<file path="config.mk">
export PLATFORM = sky130hd
export DESIGN_NAME = xup_dff_vector_arbiter
export DESIGN_NICKNAME = d
export VERILOG_FILES = /design/src/rtl/xup_dff_vector_arbiter.sv
export SDC_FILE = /design/constraint.sdc
export NUM_CORES = 1
export LEC_CHECK = 0
export CAP_MARGIN = 20
export CORE_MARGIN = 2
export CORE_UTILIZATION = 38
export DETAILED_ROUTE_END_ITERATION = 7
export PLACE_DENSITY = 0.83
export REMOVE_ABC_BUFFERS = 1
export SETUP_SLACK_MARGIN = 0.5
export SLEW_MARGIN = 15
export SYNTH_ARGS = -nofsm -noshare
export SYNTH_HDL_FRONTEND = slang
export SYNTH_SLANG_ARGS = --single-unit --ignore-timing --ignore-initial --compat-mode --unroll-limit 50000
export TNS_END_PERCENT = 20
</file>
<file path="constraint.sdc">
create_clock -name clk -period 2.05 [get_ports clk]
set_input_delay 0.615 -clock clk [delete_from_list [all_inputs] [get_ports clk]]
set_output_delay 0.615 -clock clk [all_outputs]
set_load 0.005 [all_outputs]
</file>
<file path="src/rtl/xup_dff_vector_arbiter.sv">
// Round-robin arbiter guarding one shared SIZE-bit register with grant/release and write-acknowledge.
// Optional forced release after TMAX owned cycles is compiled in when XUP_ARB_TIMEOUT_EN is defined.
module xup_dff_vector_arbiter #(
  parameter int SIZE  = 8,
  parameter int NREQ  = 4,
  parameter int IDW   = 2,
  parameter int DELAY = 3,
  parameter int TMAX  = 16
) (
  input  logic                 clk,
  input  logic                 rst_n,
  input  logic [NREQ-1:0]      req,
  input  logic [NREQ-1:0]      rel,
  input  logic [NREQ-1:0]      we,
  input  logic [NREQ*SIZE-1:0] d,
  output logic [NREQ-1:0]      gnt,
  output logic [IDW-1:0]       owner,
  output logic                 busy,
  output logic                 ack,
  output logic [SIZE-1:0]      q,
  output logic                 tout
);

  if (NREQ < 2 || NREQ > 8) begin : g_bad_nreq
    $error("xup_dff_vector_arbiter: NREQ must be in 2..8");
  end
  if ((1 << IDW) < NREQ) begin : g_bad_idw
    $error("xup_dff_vector_arbiter: IDW too narrow for NREQ");
  end
  if (TMAX < 1) begin : g_bad_tmax
    $error("xup_dff_vector_arbiter: TMAX must be at least 1");
  end

  typedef enum logic {IDLE = 1'b0, OWN = 1'b1} state_t;

  state_t          state_q, state_d;
  logic [IDW-1:0]  last_q, last_d;
  logic [IDW-1:0]  owner_q, owner_d;
  logic [NREQ-1:0] gnt_q, gnt_d;
  logic            busy_q, busy_d;
  logic            ack_q, ack_d;
  logic [SIZE-1:0] q_q, q_d;

  logic [IDW-1:0]  sel;
  logic            sel_vld;
  logic            own_we, own_rel, own_req;
  logic [SIZE-1:0] own_data;
  logic            release_now;

`ifdef XUP_ARB_TIMEOUT_EN
  localparam int CNT_W = $clog2(TMAX + 1);
  logic [CNT_W-1:0] cnt_q, cnt_d;
  logic             tout_q, tout_d;
`endif

  // Scan last+1, last+2, ... ; descending k lets the nearest requester overwrite farther ones.
  always_comb begin
    sel     = '0;
    sel_vld = 1'b0;
    for (int k = NREQ; k >= 1; k--) begin
      for (int i = 0; i < NREQ; i++) begin
        if (req[i] && (i == (int'(last_q) + k) % NREQ)) begin
          sel     = IDW'(i);
          sel_vld = 1'b1;
        end
      end
    end
  end

  always_comb begin
    own_we   = 1'b0;
    own_rel  = 1'b0;
    own_req  = 1'b0;
    own_data = '0;
    for (int i = 0; i < NREQ; i++) begin
      if (owner_q == IDW'(i)) begin
        own_we   = we[i];
        own_rel  = rel[i];
        own_req  = req[i];
        own_data = d[i*SIZE +: SIZE];
      end
    end
  end

  always_comb begin
    state_d     = state_q;
    last_d      = last_q;
    owner_d     = owner_q;
    gnt_d       = gnt_q;
    busy_d      = busy_q;
    q_d         = q_q;
    ack_d       = 1'b0;
    release_now = 1'b0;
`ifdef XUP_ARB_TIMEOUT_EN
    tout_d      = 1'b0;
`endif
    if (state_q == IDLE) begin
      if (sel_vld) begin
        state_d = OWN;
        owner_d = sel;
        last_d  = sel;
        gnt_d   = NREQ'(1) << sel;
        busy_d  = 1'b1;
      end
    end else begin
      if (own_we) begin
        q_d   = own_data;
        ack_d = 1'b1;
      end
      release_now = own_rel | ~own_req;
`ifdef XUP_ARB_TIMEOUT_EN
      if (!release_now && cnt_q == CNT_W'(TMAX - 1)) begin
        release_now = 1'b1;
        tout_d      = 1'b1;
      end
`endif
      // Dropping the grant here forces the one-cycle gap before the next owner.
      if (release_now) begin
        state_d = IDLE;
        gnt_d   = '0;
        busy_d  = 1'b0;
      end
    end
  end

  always_ff @(posedge clk or negedge rst_n) begin
    if (!rst_n) begin
      state_q <= #DELAY IDLE;
      last_q  <= #DELAY IDW'(NREQ - 1);
      owner_q <= #DELAY '0;
      gnt_q   <= #DELAY '0;
      busy_q  <= #DELAY 1'b0;
      ack_q   <= #DELAY 1'b0;
      q_q     <= #DELAY '0;
    end else begin
      state_q <= #DELAY state_d;
      last_q  <= #DELAY last_d;
      owner_q <= #DELAY owner_d;
      gnt_q   <= #DELAY gnt_d;
      busy_q  <= #DELAY busy_d;
      ack_q   <= #DELAY ack_d;
      q_q     <= #DELAY q_d;
    end
  end

`ifdef XUP_ARB_TIMEOUT_EN
  // Held at zero while idle so every ownership starts counting from 0.
  always_comb begin
    cnt_d = (state_q == IDLE) ? '0 : cnt_q + CNT_W'(1);
  end

  always_ff @(posedge clk or negedge rst_n) begin
    if (!rst_n) begin
      cnt_q  <= #DELAY '0;
      tout_q <= #DELAY 1'b0;
    end else begin
      cnt_q  <= #DELAY cnt_d;
      tout_q <= #DELAY tout_d;
    end
  end

  assign tout = tout_q;
`else
  assign tout = 1'b0;
`endif

  assign gnt   = gnt_q;
  assign owner = owner_q;
  assign busy  = busy_q;
  assign ack   = ack_q;
  assign q     = q_q;

endmodule
</file>
---- After elaboration in Yosys (flattened, before gate mapping) ----
Cells that the tools add are included.
cells by class
  shift operators ......................... 1
  add/sub/neg operators ................... 4
  reduce and logical (&&, ||, !) cells .... 29
  eq/ne operators ......................... 16
  bitwise logic cells ..................... 7
  muxes and demuxes ....................... 58
operators with widths
  operator                                              count
  zero test 32 bit                                      4
  2-to-1 mux 1 bit                                      37
  2-to-1 mux 8 bit                                      4
  2-to-1 mux 2 bit                                      14
  equality test 3 bit (first input constant)            8
  logical AND 1 bit                                     16
  equality test 2 x 3 -> 1 bit (first input constant)   4
  2-to-1 mux 4 bit                                      3
  OR reduction 2 bit                                    4
  AND reduction 2 bit                                   3
  adder 2 x 1 -> 2 bit (second input constant)          2
  adder 2 bit (second input constant)                   2
  AND 1 bit (first input constant)                      4
  equality test 2 bit (second input constant)           2
  left shift 1 x 2 -> 4 bit (first input constant)      1
  equality test 2 x 1 -> 1 bit (second input constant)  1
  zero test 2 bit                                       1
  != test 2 x 1 -> 1 bit (second input constant)        1
  inverter 1 bit                                        2
  nonzero test 2 bit                                    1
  OR 1 bit                                              1
word-level totals
  output and inout port bits .............. 17
  input bits .............................. 46
  flip-flop bits (word level) ............. 19

---- Depth between registers and ports, before layout ----
Gate-level depths: netlist (run 1).
  depth in word-level cells ............... 23
  depth in mapped cells ................... 5
  depth with buffers taken out ............ 4

---- Worst setup path before layout (run 1) ----
Ideal clock, no wire load.
  kind .................................... input -> register
  start ................................... in req[3]
  end ..................................... reg gnt_q[0], in the netlist gnt[0]
  required time ........................... 1.928 ns
  arrival ................................. 1.643 ns
  cell stages on the path ................. 4
  setup slack ............................. 0.285 ns
  buffers on the path ..................... 1
  cell sequence ........................... or4_4 nor2b_4 buf_6 a32o_1
between the ends
  word-level cells in the longest chain between the ends .. 17
ends and longest elaborated chain
  element                         RTL line  RTL
  start: declaration              12        input logic [NREQ-1:0] req,
  logical AND 1 bit               62        if (req[i] && (i == (int'(last_q) + k) % NREQ)) begin
  2-to-1 mux 2 bit (13 in a row)  62
  left shift 1 x 2 -> 4 bit       102       gnt_d = NREQ'(1) << sel;
  2-to-1 mux 4 bit                98        if (sel_vld) begin
  2-to-1 mux 4 bit                97        if (state_q == IDLE) begin
  end signal: assignment          131       gnt_q <= #DELAY '0;
  end signal: assignment          139       gnt_q <= #DELAY gnt_d;
  end: declaration                39        logic [NREQ-1:0] gnt_q, gnt_d;
Several ways; a longest one is shown, not always the timed one. The select of a mux whose other input is x is not followed.
A chain may end at the register's enable or synchronous reset.

---- Worst setup path in the final report (run 1) ----
  start ................................... reg owner_q[0], in the netlist owner[0]
  end ..................................... reg q_q[0], in the netlist q[0]
between the ends
  word-level cells in the longest chain between the ends .. 6
ends and longest elaborated chain
  element                               RTL line  RTL
  start: declaration                    38        logic [IDW-1:0] owner_q, owner_d;
  start signal: assignment              130       owner_q <= #DELAY '0;
  start signal: assignment              138       owner_q <= #DELAY owner_d;
  zero test 2 bit                       76        if (owner_q == IDW'(i)) begin
  2-to-1 mux 1 bit (4 in a row)         76
  AND reduction 2 bit (no source line)  -
  end signal: assignment                134       q_q <= #DELAY '0;
  end signal: assignment                142       q_q <= #DELAY q_d;
  end: declaration                      42        logic [SIZE-1:0] q_q, q_d;
Several ways; a longest one is shown, not always the timed one.

==> results of run 1 <==
[synth_stat cells (all sizes together)]
| cell | instances |
|---|---|
| o31ai | 1 |
| nand2b | 2 |
| nor4bb | 2 |
| mux4 | 9 |
| nor2 | 5 |
| nand2 | 8 |
| a32o | 1 |
| and4b | 1 |
| a22o | 1 |
| mux2i | 1 |
| a21oi | 7 |
| inv | 1 |
| o2bb2ai | 2 |
| nor2b | 3 |
| conb | 1 |
| nor4b | 1 |
| mux2 | 8 |
| buf | 4 |
| and3b | 1 |
| dfrtp | 17 |
| or4 | 1 |
| dfstp | 2 |
| or2 | 2 |
| o221a | 1 |
| nor4 | 1 |
[cell families (layout without fill, tap and decap cells)]
| group | count (synthesis) | after routing | share of synthesized area, % |
|---|---|---|---|
| simple gates | 27 | 28 | 15.9 |
| flops | 19 | 19 | 43.7 |
| mux | 18 | 18 | 27.7 |
| compound gates | 13 | 13 | 9.26 |
| buf+inv | 5 | 88 | 3.20 |
| other cells | 1 | 1 | 0.343 |
[layout make-up]
type | count | share of cell area, %
repair buffers | 83 | 37.8
flip-flops and latches | 19 | 24.1
well taps | 31 | 1.95
multi-input cells | 60 | 34.5
clock buffers | 3 | 1.13
clock inverters | 1 | 0.252
inverters | 1 | 0.189
[final timing paths]
path                                   to
worst max-delay path                 q[0]
worst min register to register     gnt[3]
min in group asynchronous            q[7]
worst min-delay path               gnt[3]
max in group asynchronous       last_q[0]
worst max register to register       q[0]
[per-layer routing]
metal  wire length, um  vias to the layer above
met5                 0                        -
met4                21                        0
met3               297                        2
met2              1640                       57
met1              1390                      500
li1                  -                      484
[power by group through the flow]
| stage | Sequential, mW | Combinational [mW] | Clock (mW) |
|---|---|---|---|
| 2_1_floorplan | 0.797 | 0.586 | 0 |
| 3_3_place_gp | 0.748 | 1.26 | 0 |
| 3_5_place_dp | 0.761 | 1.29 | 0 |
| 4_1_cts | 0.729 | 1.53 | 0.194 |
| 5_1_grt | 0.765 | 1.70 | 0.212 |
| 6_report | 0.741 | 1.58 | 0.191 |
[flip-flops by register name, summed over array words and instances (netlist names)]
signal   count
state_q      1
q            8
gnt          4
last_q       2
owner        2
ack          1
busy         1
[stage by stage]
step / total power [mW] / worst slack [ns] / TNS (ns) / area [um^2]
floorplan: 1.38 / 0.143 / 0 / 1060
detailed placement: 2.05 / -0.221 / -2.45 / 1800
global placement: 2.01 / -0.156 / -1.93 / 1800
global route: 2.68 / 0.349 / 0 / 1980
finish: 2.51 / 0.390 / 0 / 1980
CTS: 2.45 / 0.400 / 0 / 1970
[worst reg2reg max path: stages (launching register included)]
cell and delay, ns:
dfrtp_1 0.39, buf_6 0.13, mux4_2 0.57, nand2_4 0.16, mux2_4 0.31
[timing repair]
action	in CTS	in global routing
endpoints found under the hold margin	0	0
pin swaps	8	1
setup buffers	9	2
cloned	1	0
gates resized for setup	62	1
setup endpoints to repair	35	30
==> results_dict.tcl, run 1 <==
set metrics [dict create \
    outcome "complete, no violations" \
    yosysUniqueCellTypes 30 \
    row_count 19 \
    wirelength_mm 3.34 \
    cp.buffers_inverters 1 \
    hpwl_mm 2.22 \
    pwr_density_cell_mw_per_mm2 1270 \
    cts_max_level 1 \
    crit_cells 4 \
    cpMaxStageDelayCell "mux4_2" \
    drt-initial-drc-count 38 \
    intPower_mw 1.63 \
    drc 0 \
    worstPathArrival_ns 1.85 \
    hold-worst-slack_ns 0.504 \
    final_common_cell "clkdlybuf4s50_1" \
    maxSlewViolCount 0 \
    synth_top_area_share_pct 38.9 \
    syn2layout_area_growth_pct 81.3 \
    critical_path_class "reg -> reg" \
    fill_cells 193 \
    crit_required_ns 2.24 \
    crit_chain "buf_6 > mux4_2 > nand2_4 > mux2_4" \
    crit_fanout 5 \
    cts_root_buf "clkbuf_4" \
    worstHoldStart "gnt[3]" \
    ff2ff_setup_slack_ns 0.39 \
    pwr-share-comb_pct 62.9 \
    yosysWarnings 0 \
    start_util_pct 39.7 \
    use_met3_pct 5.80 \
    vias 1043 \
    p_switching_uw 886 \
    start_kind "flop" \
    core-area_mm2 0.00276 \
    regArea_um2 479 \
    path_delay_family "multiplexers" \
    cts_made_buffers 3 \
    r2r_cells 4 \
    clockBufferDepth 2 \
    portBuffers 61 \
    endpoint_kind "flop" \
    tritoncts "built" \
    syn-instance-count 83 \
    p_leak_nw 0.925 \
    dieArea_mm2 0.00333 \
    clkTransAtPathRegs_ns 0.10 \
    grt_antenna_before_repair 0 \
    synth_seq_cells 19 \
    finalCoreUtilization_pct 72.0 \
    first_pass_iters 4 \
    grt_pass1_vias 1114 \
    grtUsageMet1_pct 26.9 \
    max_freq_mhz 602 \
    hold_path_class "reg -> reg" \
    die_y_um 57.7 \
    use_met2_pct 35.7 \
    via_per_inst 5.27 \
    hold_viol 0 \
    grt_pass1_wl_mm 5.33 \
    period_minus_slack_ns 1.66 \
    netlist_area_mm2 0.00109 \
    fin_crit_sh_pct 81.0 \
    critPathLaunch "owner[0]" \
    yosys.area.top_type "dfrtp_1" \
    busiest_layer "met2" \
    clock_power_share_pct 7.6 \
    drive_above_1_share_pct 38.9 \
    yosys-top-cells-area "dfrtp_1 39%, mux4_2 19%, mux2_2 8.2%" \
    grt_use_total_pct 20.8 \
    whs_path_depth 1 \
    diodes 0 \
    syn_avg_cell_area_um2 13.2 \
    mostFrequentLayoutCells "33 x clkdlybuf4s50_1, 23 x dlygate4sd2_1, 20 x buf_4" \
    maxCapViolations 0 \
    finClkSkew_ns 0.0106 \
    r2r-start "owner[0]" \
    dp_cells 182 \
    ir_worst_vdd_v 0.000940 \
    rsz0062_at_grt "true" \
    seqPwrFrac_pct 29.5 \
    wl_per_cell_um 16.9 \
    multi_input_area_um2 684 \
    die_w_um 57.7 \
    yosysSeqAreaShare_pct 43.7 \
    gp_congestion 0.816 \
    setup_viol 0 \
    sw_frac_of_total_pct 35.2 \
    grt_start_max_net_pins 20 \
    holdBufCountCts 0 \
    io_pins 63 \
    ant_nets 0 \
    grt.overflow.total 0 \
    clock_sinks 19 \
    cp_slowest_stage_delay_ns 0.57 \
    nNetsFinal 214 \
    fin_cells 198 \
    clk-insertion-delay-late_ns 0.30 \
]
(Power assumes the default switching activity.)
==> run 2, diff against run 1 <==
- clock period: 2.05 -> 1.6 ns (I/O delays scaled with it)
==> run 2 against run 1 <==
The flow now finishes with violations (setup timing). Via count is 5.7% higher. Sequential cell count stayed put. Non-clock buffer count is 4 higher. Critical path depth stayed put. Clock power is 28% higher. Critical path type unchanged. Largest power group unchanged.
==> results_dict.tcl, run 2 (synthesized netlist as in run 1, its figures left out) <==
set metrics [dict create \
    dpl_worst_slack_ns -0.545 \
    grt_antenna_before_repair 0 \
    pwr-share-comb_pct 64.5 \
    diodes 0 \
    maxCapViolations 0 \
    via_per_inst 5.46 \
    die_w_um 57.7 \
    hold_path_class "reg -> reg" \
    hold_viol 0 \
    grt_pass1_vias 1174 \
    intPower_mw 2.19 \
    p_switching_mw 1.24 \
    wirelength_mm 3.72 \
    endpoint_kind "flop" \
    grt_pass1_wl_mm 5.94 \
    pwr_density_cell_mw_per_mm2 1690 \
    cts_max_level 1 \
    finClkSkew_ns 0.00657 \
    p_leak_nw 0.931 \
    worstPathArrival_ns 1.84 \
    io_pins 63 \
    grt.overflow.total 0 \
    portBuffers 61 \
    finalCoreUtilization_pct 73.4 \
    failed_checks "setup timing" \
    drive_above_1_share_pct 54.4 \
    fin_crit_sh_pct 103 \
    critical_path_class "reg -> reg" \
    max_freq_mhz 606 \
    clockBufferDepth 2 \
    ir_worst_vdd_v 0.00130 \
    setup_viol 10 \
    sw_frac_of_total_pct 36.2 \
    drt-initial-drc-count 58 \
    fill_cells 182 \
    worstMarginPinSlew_ns 0.532 \
    dieArea_mm2 0.00333 \
    clock_power_share_pct 7.2 \
    first_pass_iters 4 \
    holdBufCountCts 0 \
    start_kind "flop" \
    grt_start_max_net_pins 20 \
    crit_fanout 5 \
    clk-insertion-delay-late_ns 0.30 \
    cts_made_buffers 3 \
    start_util_pct 39.7 \
    wl_per_cell_um 18.4 \
    gp_congestion 0.839 \
    largest_reg_flops 8 \
    ant_nets 0 \
    cts_root_buf "clkbuf_4" \
    crit_required_ns 1.79 \
    setup_ws_ns -0.0510 \
    drc 0 \
    row_count 19 \
    maxSlewViolCount 0 \
    grt_use_total_pct 23.5 \
    hpwl_mm 2.25 \
    clock_sinks 19 \
    seqPwrFrac_pct 28.3 \
    outcome "complete, but fails checks" \
    final_common_cell "clkdlybuf4s50_1" \
    mostFrequentLayoutCells "37 x clkdlybuf4s50_1, 21 x buf_4, 17 x buf_2" \
    period_minus_slack_ns 1.65 \
    clkTransAtPathRegs_ns 0.10 \
    slew_headroom_pct 64.5 \
    nNetsFinal 218 \
    rsz0062_at_grt "true" \
    tritoncts "built" \
    die_y_um 57.7 \
    syn2layout_area_growth_pct 84.9 \
    core-area_mm2 0.00276 \
    vias 1102 \
]
-- run 2: stage by stage --
step                hold WS [ns]  power, mW  area, um^2  TNS [ns]  instances
finish                     0.514       3.43        2020    -0.385        202
detailed placement         0.484       2.62        1800     -8.18        182
global route               0.530       3.65        2020     -1.13        202
CTS                        0.502       3.26        1980    -0.125        201
floorplan                  0.184       1.77        1060     -2.75         79
global placement           0.476       2.56        1800     -7.78        182
-- run 2: final timing paths --
path | startpoint | endpoint | slack [ns] | cells after the start
min | last_q[0] | last_q[0] | 0.51 | 2
max reg2reg | owner[0] | q[0] | -0.05 | 4
max | owner[0] | q[0] | -0.05 | 4
min reg2reg | last_q[0] | last_q[0] | 0.51 | 2
max in group asynchronous | rst_n | last_q[0] | 0.82 | 2
min in group asynchronous | rst_n | q[7] | 0.52 | 2
-- run 2: final cells by class --
type	count	area [um^2]	area share [%]
well taps	31	38.8	1.92
multi-input cells	60	722	35.7
flip-flops and latches	19	479	23.7
clock inverters	1	5.00	0.247
inverters	1	3.75	0.185
clock buffers	3	22.5	1.11
repair buffers	87	753	37.2
-- run 2: critical path: stages (launching register included) --
cell and delay, ns:
dfrtp_1 0.38, buf_6 0.12, mux4_2 0.57, nand2_4 0.16, mux2_4 0.31
-- run 2: power by group through the flow --
stage / clock (mW) / combinational (mW) / sequential [mW]
floorplan: 0 / 0.751 / 1.02
global placement: 0 / 1.62 / 0.946
detailed placement: 0 / 1.66 / 0.961
CTS: 0.256 / 2.06 / 0.943
global route: 0.275 / 2.38 / 1.00
finish: 0.245 / 2.21 / 0.972
-- run 2: layer usage --
metal  global-route usage [%]  part of all wire, %  vias up  wire length [um]
met5                        0                    0        -                 0
met4                     4.98                  1.2        0                44
met3                     6.47                  8.4        7               313
met2                     38.8                   50       56              1850
met1                     31.2                   41      546              1510
li1                         -                    -      493                 -
-- run 2: timing repair --
| item | in CTS | in global routing |
|---|---|---|
| pin swaps | 12 | 11 |
| cloned | 1 | 0 |
| setup buffers | 14 | 1 |
| setup endpoints to repair | 35 | 35 |
| gates resized for setup | 111 | 16 |
==> run 3, diff against run 2 <==
- CORE_MARGIN: 2 -> not set
==> run 3 against run 2 <==
The run still ends with setup timing left. First-iteration DRC count down 59%. Hold slack worse by 0.012 ns. Core utilization down 3.3 points. Sequential cell count is the same. Critical path depth up 2. Sequential share of layout area rose by 1.3 points. Global-route usage down 1.2 points. Die area shrank 6.8%. Critical path type is now in -> reg. Largest cell class unchanged.
==> results_dict.tcl, run 3 (synthesized netlist as in run 1, its figures left out) <==
set metrics [dict create \
    outcome "complete, but fails checks" \
    failed_checks "setup timing" \
    hold_path_class "in -> async" \
    crit_chain "clkdlybuf4s50_1 > and4b_1 > nor4_2 > buf_4 > a21oi_4 > a32o_1" \
    total_power_mw 3.15 \
    die_y_um 55.7 \
    drt-initial-drc-count 24 \
    core-area_mm2 0.00273 \
    dieArea_mm2 0.00310 \
    dp_cells 182 \
    max_freq_mhz 602 \
    tritoncts "built" \
    cpMaxStageDelayCell "clkdlybuf4s50_1" \
    cts_max_level 1 \
    grt.overflow.total 0 \
    mostFrequentLayoutCells "37 x clkdlybuf4s50_1, 16 x dfrtp_1, 16 x buf_2" \
    start_util_pct 40.0 \
    hold-worst-slack_ns 0.501 \
    via_per_inst 5.32 \
    maxSlewViolCount 0 \
    path_delay_family "buffers and inverters" \
    vias 1042 \
    wl_per_cell_um 16.7 \
    hpwl_mm 2.18 \
    setup_viol 10 \
    final_common_cell "clkdlybuf4s50_1" \
    final_design_area_no_fill_mm2 0.00192 \
    grt_antenna_before_repair 0 \
    holdBufCountCts 0 \
    fin_cells 196 \
    grt_start_max_net_pins 20 \
    worstPathArrival_ns 1.86 \
    ant_nets 0 \
    portBuffers 61 \
    multi_input_area_um2 664 \
    nNetsFinal 212 \
    ir_worst_vdd_v 0.00109 \
    gp_congestion 0.846 \
    grt_pass1_vias 1065 \
    start_kind "input pin" \
    p_leak_nw 0.868 \
    clockBufferDepth 2 \
    first_pass_iters 4 \
    cts_made_buffers 3 \
    maxCapViolations 0 \
    hold_viol 0 \
    fill_cells 181 \
    grt_use_total_pct 22.3 \
    cp.buffers_inverters 2 \
    die_w_um 55.7 \
    row_count 19 \
    crit_required_ns 1.80 \
    clk-insertion-delay-late_ns 0.30 \
    pwr_density_cell_mw_per_mm2 1640 \
    placed_area_mm2 0.00180 \
    rsz0062_at_grt "true" \
    regArea_um2 479 \
    io_pins 63 \
    critical_path_class "in -> reg" \
    fin_crit_sh_pct 104 \
    diodes 0 \
    finClkSkew_ns 0.00567 \
    crit_fanout 4 \
    clock_sinks 19 \
    syn2layout_area_growth_pct 75.1 \
    largest_reg_flops 8 \
    grt_pass1_wl_mm 5.37 \
    drc 0 \
    setup_ws_ns -0.0605 \
    cts_root_buf "clkbuf_4" \
    drive_above_1_share_pct 46.7 \
    wirelength_mm 3.28 \
    period_minus_slack_ns 1.66 \
    endpoint_kind "flop" \
    clkTransAtPathRegs_ns 0.11 \
    cp_slowest_stage_delay_ns 0.46 \
]
==> run 3: worst paths after layout <==
check	from	to	slack, ns	cells after the start
max	rel[3]	gnt[0]	-0.06	6
min	rst_n	q[5]	0.50	2
max reg2reg	owner[0]	q[0]	-0.06	4
min reg2reg	gnt[3]	gnt[3]	0.51	1
max in group asynchronous	rst_n	last_q[0]	0.83	2
min in group clk	gnt[3]	gnt[3]	0.51	1
==> run 3: report_power, final <==
part           leakage [nW]  total (mW)  internal [mW]  switching (mW)
Sequential            0.226       0.953          0.748           0.205
Combinational         0.624        1.95           1.18           0.775
Clock                0.0177       0.243         0.0930           0.150
Total                 0.868        3.15           2.02            1.13
==> run 3: through the flow <==
stage	setup TNS (ns)	setup slack, ns	util (%)
3_3_place_gp	-7.74	-0.469	65.7
2_1_floorplan	-2.75	-0.307	-
3_5_place_dp	-8.02	-0.499	65.7
6_report	-0.437	-0.0605	70.1
4_1_cts	-0.0731	-0.0160	69.2
5_1_grt	-0.923	-0.110	70.1
==> run 3: area by class of cell <==
| class | instances | share of cell area [%] |
|---|---|---|
| multi-input cells | 60 | 34.7 |
| clock inverters | 1 | 0.261 |
| inverters | 1 | 0.196 |
| well taps | 31 | 2.02 |
| clock buffers | 3 | 1.17 |
| repair buffers | 81 | 36.7 |
| flip-flops and latches | 19 | 25.0 |
==> run 3: routing by layer <==
layer  up-vias  GRT usage (%)  part of all wire, %
met4         0           3.21                    0
met3         0           4.65                  7.6
met5         -              0                    0
met2        48           37.5                   50
li1        483              -                    -
met1       511           30.5                   43
==> run 3: timing repair <==
action                                  4_1_cts  5_1_grt
setup buffers                                 8        1
gates resized for setup                      98        3
cloned                                        1        0
pin swaps                                     6        6
endpoints found under the setup margin       35       35
